<file path="src/rtl/usb_serial_mmio.sv">
// ============================================================================
// Module      : usb_serial_mmio
// Description : Memory-mapped byte-serial bridge between CPU registers and
//               USB CDC byte streams, with RX/TX FIFOs and level interrupts.
// Revision    : 1.0 - initial release
// ============================================================================
`default_nettype none

module usb_serial_mmio #(
    parameter int DEPTH = 16
) (
    input  logic       clk_i,
    input  logic       rst_i,
    input  logic       sel_i,
    input  logic       read_i,
    input  logic       write_i,
    input  logic [1:0] addr_i,
    input  logic [7:0] data_i,
    output logic [7:0] data_o,
    output logic       rx_irq_o,
    output logic       tx_irq_o,
    output logic [7:0] in_data_o,
    output logic       in_valid_o,
    input  logic       in_ready_i,
    input  logic [7:0] out_data_i,
    input  logic       out_valid_i,
    output logic       out_ready_o
);

    localparam int CW = $clog2(DEPTH) + 1;
    localparam int AW = $clog2(DEPTH);

    localparam logic [1:0] c_ADDR_DATA   = 2'd0;
    localparam logic [1:0] c_ADDR_STATUS = 2'd1;
    localparam logic [1:0] c_ADDR_IRQEN  = 2'd2;
    localparam logic [1:0] c_ADDR_RXCNT  = 2'd3;

    logic [7:0]    r_rx_mem [DEPTH];
    logic [7:0]    r_tx_mem [DEPTH];
    logic [AW-1:0] r_rx_wp, r_rx_rp, r_tx_wp, r_tx_rp;
    logic [CW-1:0] r_rx_cnt, r_tx_cnt;
    logic          r_ovf, r_udr;
    logic [1:0]    r_irq_en;
    logic [7:0]    r_data;
    logic          r_rx_irq, r_tx_irq;

    logic       w_rx_empty, w_rx_full, w_tx_empty, w_tx_full;
    logic       w_rd, w_wr;
    logic       w_rx_push, w_rx_pop, w_tx_push, w_tx_pop;
    logic       w_ovf_set, w_udr_set, w_ovf_clr, w_udr_clr;
    logic [7:0] w_status;
    logic [7:0] w_rd_data;

    assign w_rx_empty = (r_rx_cnt == '0);
    assign w_rx_full  = (r_rx_cnt == CW'(DEPTH));
    assign w_tx_empty = (r_tx_cnt == '0);
    assign w_tx_full  = (r_tx_cnt == CW'(DEPTH));

    assign w_rd = sel_i & read_i;
    assign w_wr = sel_i & write_i;

    // No look-ahead: a full FIFO refuses a push even if it pops this cycle.
    assign w_rx_push = out_valid_i & out_ready_o;
    assign w_rx_pop  = w_rd & (addr_i == c_ADDR_DATA) & ~w_rx_empty;
    assign w_tx_push = w_wr & (addr_i == c_ADDR_DATA) & ~w_tx_full;
    assign w_tx_pop  = in_valid_o & in_ready_i;

    assign w_udr_set = w_rd & (addr_i == c_ADDR_DATA) & w_rx_empty;
    assign w_ovf_set = w_wr & (addr_i == c_ADDR_DATA) & w_tx_full;
    assign w_ovf_clr = w_wr & (addr_i == c_ADDR_STATUS) & data_i[2];
    assign w_udr_clr = w_wr & (addr_i == c_ADDR_STATUS) & data_i[3];

    assign w_status = {3'b000, w_tx_empty, r_udr, r_ovf, ~w_tx_full, ~w_rx_empty};

    always_comb begin
        w_rd_data = 8'h00;
        case (addr_i)
            c_ADDR_DATA:   w_rd_data = w_rx_empty ? 8'h00 : r_rx_mem[r_rx_rp];
            c_ADDR_STATUS: w_rd_data = w_status;
            c_ADDR_IRQEN:  w_rd_data = {6'b000000, r_irq_en};
            c_ADDR_RXCNT:  w_rd_data = 8'(r_rx_cnt);
            default:       w_rd_data = 8'h00;
        endcase
    end

    // Storage arrays carry no reset; validity is tracked by pointers/counts.
    always_ff @(posedge clk_i) begin
        if (w_rx_push) r_rx_mem[r_rx_wp] <= out_data_i;
        if (w_tx_push) r_tx_mem[r_tx_wp] <= data_i;
    end

    always_ff @(posedge clk_i or posedge rst_i) begin
        if (rst_i) begin
            r_rx_wp  <= '0;
            r_rx_rp  <= '0;
            r_tx_wp  <= '0;
            r_tx_rp  <= '0;
            r_rx_cnt <= '0;
            r_tx_cnt <= '0;
            r_ovf    <= 1'b0;
            r_udr    <= 1'b0;
            r_irq_en <= 2'b00;
            r_data   <= 8'h00;
            r_rx_irq <= 1'b0;
            r_tx_irq <= 1'b0;
        end else begin
            if (w_rx_push) r_rx_wp <= r_rx_wp + 1'b1;
            if (w_rx_pop)  r_rx_rp <= r_rx_rp + 1'b1;
            if (w_tx_push) r_tx_wp <= r_tx_wp + 1'b1;
            if (w_tx_pop)  r_tx_rp <= r_tx_rp + 1'b1;
            r_rx_cnt <= r_rx_cnt + CW'(w_rx_push) - CW'(w_rx_pop);
            r_tx_cnt <= r_tx_cnt + CW'(w_tx_push) - CW'(w_tx_pop);

            // A set event in the same cycle as a clear takes priority.
            r_ovf <= w_ovf_set | (r_ovf & ~w_ovf_clr);
            r_udr <= w_udr_set | (r_udr & ~w_udr_clr);

            if (w_wr && addr_i == c_ADDR_IRQEN) r_irq_en <= data_i[1:0];
            if (w_rd) r_data <= w_rd_data;

            r_rx_irq <= r_irq_en[0] & ~w_rx_empty;
            r_tx_irq <= r_irq_en[1] & w_tx_empty;
        end
    end

    assign data_o      = r_data;
    assign rx_irq_o    = r_rx_irq;
    assign tx_irq_o    = r_tx_irq;
    assign in_valid_o  = ~w_tx_empty;
    assign in_data_o   = r_tx_mem[r_tx_rp];
    assign out_ready_o = ~rst_i & ~w_rx_full;

endmodule

`default_nettype wire

</file>
<file path="config.mk">
export PLATFORM = sky130hd
export DESIGN_NAME = usb_serial_mmio
export DESIGN_NICKNAME = d
export VERILOG_FILES = /design/src/rtl/usb_serial_mmio.sv
export SDC_FILE = /design/constraint.sdc
export NUM_CORES = 1
export LEC_CHECK = 0
export CAP_MARGIN = 5
export CORE_UTILIZATION = 40
export CTS_BUF_LIST = sky130_fd_sc_hd__clkbuf_2 sky130_fd_sc_hd__clkbuf_4 sky130_fd_sc_hd__clkbuf_8
export DETAILED_ROUTE_END_ITERATION = 12
export GPL_ROUTABILITY_DRIVEN = 0
export PLACE_DENSITY_LB_ADDON = 0.2
export SETUP_SLACK_MARGIN = 0.1
export SYNTH_ARGS = -nofsm -noshare
export SYNTH_HDL_FRONTEND = slang
export SYNTH_SLANG_ARGS = --single-unit
</file>
<file path="constraint.sdc">
create_clock -name clk_i -period 3.72 [get_ports clk_i]
set_input_delay 0.372 -clock clk_i [delete_from_list [all_inputs] [get_ports clk_i]]
set_output_delay 0.372 -clock clk_i [all_outputs]
set_load 0.05 [all_outputs]
</file>
==> After elaboration in Yosys (flattened, before gate mapping) <==
Memory sizes are Yosys's and may differ from the RTL's.
Index checks and enable logic that the tools add are counted.
{ "word_totals": {"ff_bits": 40, "mem_bits_rw": 256, "in_bits": 25, "elab_cells": 64, "n_memories": 2} }
{ "memory_table": {"columns": ["memory", "words", "word_bits", "rd", "rd_clocked_by_memory_dff", "write_ports", "line", "rtl"], "rows": [
  ["r_rx_mem", 16, 8, 1, 0, 1, "38", "logic [7:0] r_rx_mem [DEPTH];"],
  ["r_tx_mem", 16, 8, 1, 0, 1, "39", "logic [7:0] r_tx_mem [DEPTH];"]
]} }
{ "op_classes": {"add_sub_neg": 8, "n_eq_ne": 5, "n_mux": 6, "n_bitwise": 27, "reduce_logical": 4} }
{ "ops": {"columns": ["operator", "n"], "rows": [
  ["8-bit case mux with 4 select lines", 1],
  ["1-bit bitwise AND", 18],
  ["4-bit by 1-bit adder with 4-bit output (second input constant)", 4],
  ["5-bit by 1-bit adder with 5-bit output", 2],
  ["5-bit == test (second input constant)", 2],
  ["5-bit logical NOT", 2],
  ["5-bit by 1-bit subtractor with 5-bit output", 2],
  ["8-bit 2-to-1 mux", 1],
  ["1-bit inverter", 7],
  ["2-bit == test (second input constant)", 2],
  ["1-bit 2-to-1 mux", 4],
  ["2-bit by 1-bit == test with 1-bit output (second input constant)", 1],
  ["2-bit logical NOT", 1],
  ["1-bit bitwise OR", 2],
  ["1-bit logical AND", 1]
]} }

==> Depth between registers and ports, before layout <==
{ "logic_depth": {"ltp_word": 6, "ltp_mapped": 14, "depth_no_buf": 13} }

==> Worst setup path before layout <==
OpenSTA, ideal clock, no wires.
{ "synth_path": {"path_type": "register to register", "from": "reg r_tx_cnt[3]", "to": "reg r_tx_cnt[4]", "arrival_ps": 2951, "required_ps": 3597, "path_slack_ps": 646, "stages_incl_launch_ff": 14, "n_path_buf": 1, "path_cell_list": "dfrtp_1 > inv_1 > ha_1 > or4b_1 > and2_1 > clkbuf_1 > ha_1 > inv_1 > ha_1 > fa_1 > a21oi_1 > nor2_1 > nor2_1 > xnor2_1"} }
{ "synth_between": {"word_cells_on_any_way": 8, "classes_between": "add/sub: 2; eq/ne: 1; bitwise: 4; reduce/logical: 1"} }
{ "synth_rtl": {"columns": ["item", "line", "rtl"], "rows": [
  ["from (decl)", "41", "logic [CW-1:0] r_rx_cnt, r_tx_cnt;"],
  ["from (signal assigned)", "112", "r_tx_cnt <= r_tx_cnt + CW'(w_tx_push) - CW'(w_tx_pop);"],
  ["5-bit logical NOT", "56", "assign w_tx_empty = (r_tx_cnt == '0);"],
  ["1-bit inverter", "129", "assign in_valid_o = ~w_tx_empty;"],
  ["named net in_valid_o", "23", "output logic in_valid_o,"],
  ["1-bit bitwise AND", "66", "assign w_tx_pop = in_valid_o & in_ready_i;"],
  ["named net w_tx_pop", "49", "logic w_rx_push, w_rx_pop, w_tx_push, w_tx_pop;"],
  ["5-bit by 1-bit subtractor with 5-bit output", "112", null]
]} }
The timed path passes the listed nets, and every way through them passes these cells.
A chain may end at the register's enable or synchronous reset.

==> Final worst setup path <==
{ "layout_path": {"from": "reg r_tx_rp[0]", "to": "out in_data_o[4]"} }
{ "layout_between": {"elab_chain_cells": 1} }
{ "layout_rtl": {"columns": ["item", "line", "rtl"], "rows": [
  ["from (decl)", "40", "logic [AW-1:0] r_rx_wp, r_rx_rp, r_tx_wp, r_tx_rp;"],
  ["from (signal assigned)", "110", "if (w_tx_pop) r_tx_rp <= r_tx_rp + 1'b1;"],
  ["memory read 16 x 8 bit", null, null],
  ["to (decl)", "22", "output logic [7:0] in_data_o,"]
]} }
No other way between the ends.

==> impl.org <==
** Yosys
- Synthesized-area fraction occupied by ao, oa, aoi and oai cells :: 0.0188
- Prevailing post-synth register cell :: sky130_fd_sc_hd__edfxtp_1
- Of the total synthesized cell area, the portion taken by XOR and XNOR cells is 0.0146.
- When the netlist entered floorplanning its net count stood at 658.
- Of the total synthesized cell area, the portion taken by full adders, half adders and majority gates is 0.0262.
- Mux cell area share after synthesis :: 0.155
- Of all flip-flops after synthesis, the portion carrying an async set or reset was 0.135.
- Combinational family with the most area after synthesis :: multiplexers
- Post-Synthesis Cell Area :: approximately 0.012 sq mm
- Number of enable-type register cells in the synthesized netlist :: between 200 and 300
- Portion of synthesized cell area occupied by the leading cell type :: 0.639
- Of the synthesized area, sequential elements account for 0.723.
- The most common cell in the synthesized netlist is sky130_fd_sc_hd__edfxtp_1.
- Synthesized-area fraction occupied by and/or/nand/nor cells :: 0.0414
- The average instance in the mapped netlist occupies just under 20 sq um.
- Counting distinct cell types in the post-synthesis netlist gives just under 50.
- Synthesis inferred just under 300 register bits.
- The synthesized design spends more area on one cell type than any other, namely sky130_fd_sc_hd__edfxtp_1.
- Synthesized netlist cell count :: 609
- For this run, the number of Yosys warnings is 0.
- Ranked by instance count, the synthesized netlist is headed by sky130_fd_sc_hd__edfxtp_1, sky130_fd_sc_hd__mux4_2, sky130_fd_sc_hd__dfrtp_1.
- After synthesis, the cell types taking the most area are sky130_fd_sc_hd__edfxtp_1, sky130_fd_sc_hd__mux4_2, sky130_fd_sc_hd__dfrtp_1.

** Layout
- The number of antenna diodes in the final layout is 0.
- Total Nets Final :: 751
- Area Growth Syn to Fin :: 16.1%
- Layout cells sized above 1 :: 0.254

** Pwr
- For this design the ratio of total power to cell area is slightly above 700 mW/mm^2.
- Worst supply voltage drop on vdd :: a little over 0.0003 V
- Leakage power of the design :: 4.71 nW

** CTS
- TritonCTS clock tree :: yes
- Number of H-tree branching levels :: 2
- CTS Sinks :: 296
- Master cell of the clock root buffer :: sky130_fd_sc_hd__clkbuf_8
- The number of hold buffers added after CTS was 0.
- Resized cells post-CTS :: 0
- Clock input transition at the sequential cells of the worst setup and hold paths :: approximately 60 ps
- Number of CTS-inserted buffers :: 49
- Number of setup buffers added after CTS :: 0
- The clock passes through at most 3 buffers.
- Clk Latency, worst-skew pair :: 570 ps

** Worst setup path
- Worst endpoint data arrival time :: just over 3000 ps
- Data required time at the worst endpoint :: roughly 3400 ps
- The critical path in this run is classified as register to output port.
- Cell occurring most often along the worst timing path :: sky130_fd_sc_hd__mux4_2
- Highest cell delay on the worst timing path :: 710 ps
- Maximum fanout count along the critical path :: 33
- Buffer and inverter count on the worst path :: 2
- Slowest stage cell on the critical path :: sky130_fd_sc_hd__clkdlybuf4s50_1
- Critical Path, Cell by Cell :: buf_12, mux4_2, mux4_2, clkdlybuf4s50_1
- On the critical path the largest part of the delay comes from multiplexers.
- The worst setup path is captured at an output port.
- Startpoint kind of the worst setup timing path :: register

** Detailed routing
- Total routed wirelength :: around 24 mm
- Summing over every cut layer, the via total after detailed routing is between 5k and 6k.
- Number of nets still failing antenna checks after routing :: 0
- The pre-antenna-repair detailed-routing pass consisted of 8 iterations.
- Post-route DRC violation count :: 2
- Using the TritonRoute via totals, the vias-per-cell ratio works out to ~5.3.
- Drt first-iter violations :: ~370
- After detailed routing, the average wire length per cell comes to between 20 and 25 microns.

** Floorplan
- In this run the count of I/O pins placed on the die edge is 45.
- Number of placement rows :: 63
- In this run the vertical extent of the chip is 175 microns.
- Die boundary width :: between 150 and 200 microns
- The region available for standard cell placement spans just under 0.03 sq mm.
- The initial utilization of the core area, before any placement, comes to 0.406.
- Die Footprint :: between 0.03 and 0.04 sq mm

** GRT
- The first global-routing pass estimated around 37 mm of wire.
- For this run, the total global-route usage over all layers was measured as 0.164.
- The number of antenna violations at the first check in global routing was 0.
- Entering global routing, the biggest net connects a little over 40 pins.
- Overflow left after global routing :: 0
- The via count of the first global-routing pass is between 6k and 7k.

** Timing
- Setup violations remaining at the end of the flow were counted as 0.
- At the pin with the least slew margin, the transition time is ~940 ps.
- The worst path needs 3400 ps of the cycle, external delays included.
- Setup repair after global routing left no endpoint under its margin.
- In the finished design, the share of the clock period the worst path needs comes to 0.914.
- The clock arrives with 20.2 ps of skew.
- Setup total negative slack :: 0 ps
- Fin. Hold Viols :: 0
- Final setup slack of the worst path :: around 320 ps
- Max Slew Vio Count :: 0
- The worst pin sits at a relative slew slack of 0.370.
- Based on the critical path, the design can be clocked at up to between 0.2 and 0.3 GHz.

** Status
- Status :: complete, but fails checks
- The checks that failed: design-rule violations.

** Place
- The HPWL after detailed placement is approximately 16 mm.
- Placement Setup Slack :: approximately 430 ps
- During placement, the flow inserted port buffers numbering 44.

** Flow run
- Across the run, the number of max-cap violations was 0.

** Worst hold path
- HP Class :: input port to async pin
## path summary, 6_finish.rpt
check                             from            to  slack (ps)  depth (start not counted)
max                         r_tx_rp[0]  in_data_o[4]         320                          4
min                              rst_i     data_o[1]         410                          2
max reg2reg                r_rx_cnt[2]   r_rx_cnt[4]         610                         13
min reg2reg                      r_udr         r_udr         510                          1
max in group asynchronous        rst_i    r_tx_rp[0]        2670                          2
min in group clk_i               r_udr         r_udr         510                          1
## per-layer routing
| metal | routed length (microns) | vias to the layer above | GRT usage |
|---|---|---|---|
| li1 | - | 2629 | - |
| met1 | 11000 | 3102 | 0.234 |
| met5 | 0 | - | 0 |
| met3 | 1130 | 45 | 0.0325 |
| met2 | 11400 | 149 | 0.254 |
| met4 | 499 | 0 | 0.0496 |
## metrics by stage
step | instances | util | hold slack [ps] | instance area (sq um) | power (mW)
floorplan | 609 | - | 459 | 12000 | 6.44
global placement | 1041 | 0.440 | 482 | 13000 | 7.24
detailed placement | 1041 | 0.440 | 482 | 13000 | 7.32
CTS | 1127 | 0.471 | 415 | 14000 | 10.0
global route | 1127 | 0.471 | 467 | 14000 | 10.4
finish | 1127 | 0.471 | 414 | 14000 | 9.89
## cells in the final DEF (no fill, tap or decap), drive strengths merged, types with 10 or more instances in the layout
cell	synthesis	final
nand2	17	17
mux4	73	73
edfxtp	256	256
inv	27	29
and2	11	11
o21ai	10	10
clkdlybuf4s50	0	44
buf	16	26
dfrtp	40	40
clkbuf	12	65
ha	22	22
nor2	25	25
clkinv	1	18
xnor2	15	15
## sequential cells by signal (all words and copies together) (netlist names)
name and flops:
r_tx_mem 128, rx_irq_o 1, r_tx_wp 4, r_rx_mem 128
r_ovf 1, r_rx_cnt 5, data_o 8, r_tx_cnt 5
r_tx_rp 4, r_irq_en 2, r_rx_wp 4, tx_irq_o 1
r_udr 1, r_rx_rp 4
## logic make-up after synthesis
kind of cell	Yosys count
mux	91
compound gates	34
fa+ha+maj	24
buf+inv	56
xor+xnor	20
flops	296
simple gates	88
## cell type report
type / count / area, sq um
clock buffers: 65 / 795
flip-flops and latches: 296 / 8690
multi-input cells: 257 / 3100
repair buffers: 70 / 661
well taps: 390 / 488
fillers: 2499 / 15700
clock inverters: 21 / 126
inverters: 28 / 105
## power by group
part / total (mW) / internal, mW / switching (mW)
sequential: 4.28 / 3.89 / 0.392
combinational: 2.91 / 1.40 / 1.52
clock: 2.69 / 1.46 / 1.24
## worst register-to-register path: cells and delay by family (launching register included)
kind	cells	cell delay, ps
DFF	1	420
adders and majority gates	4	1050
and+or+nand+nor	4	1020
buffers and inverters	3	240
AOI/OAI and AO/OA	1	160
xor gates and xnor gates	1	150
(Power assumes the default switching activity.)
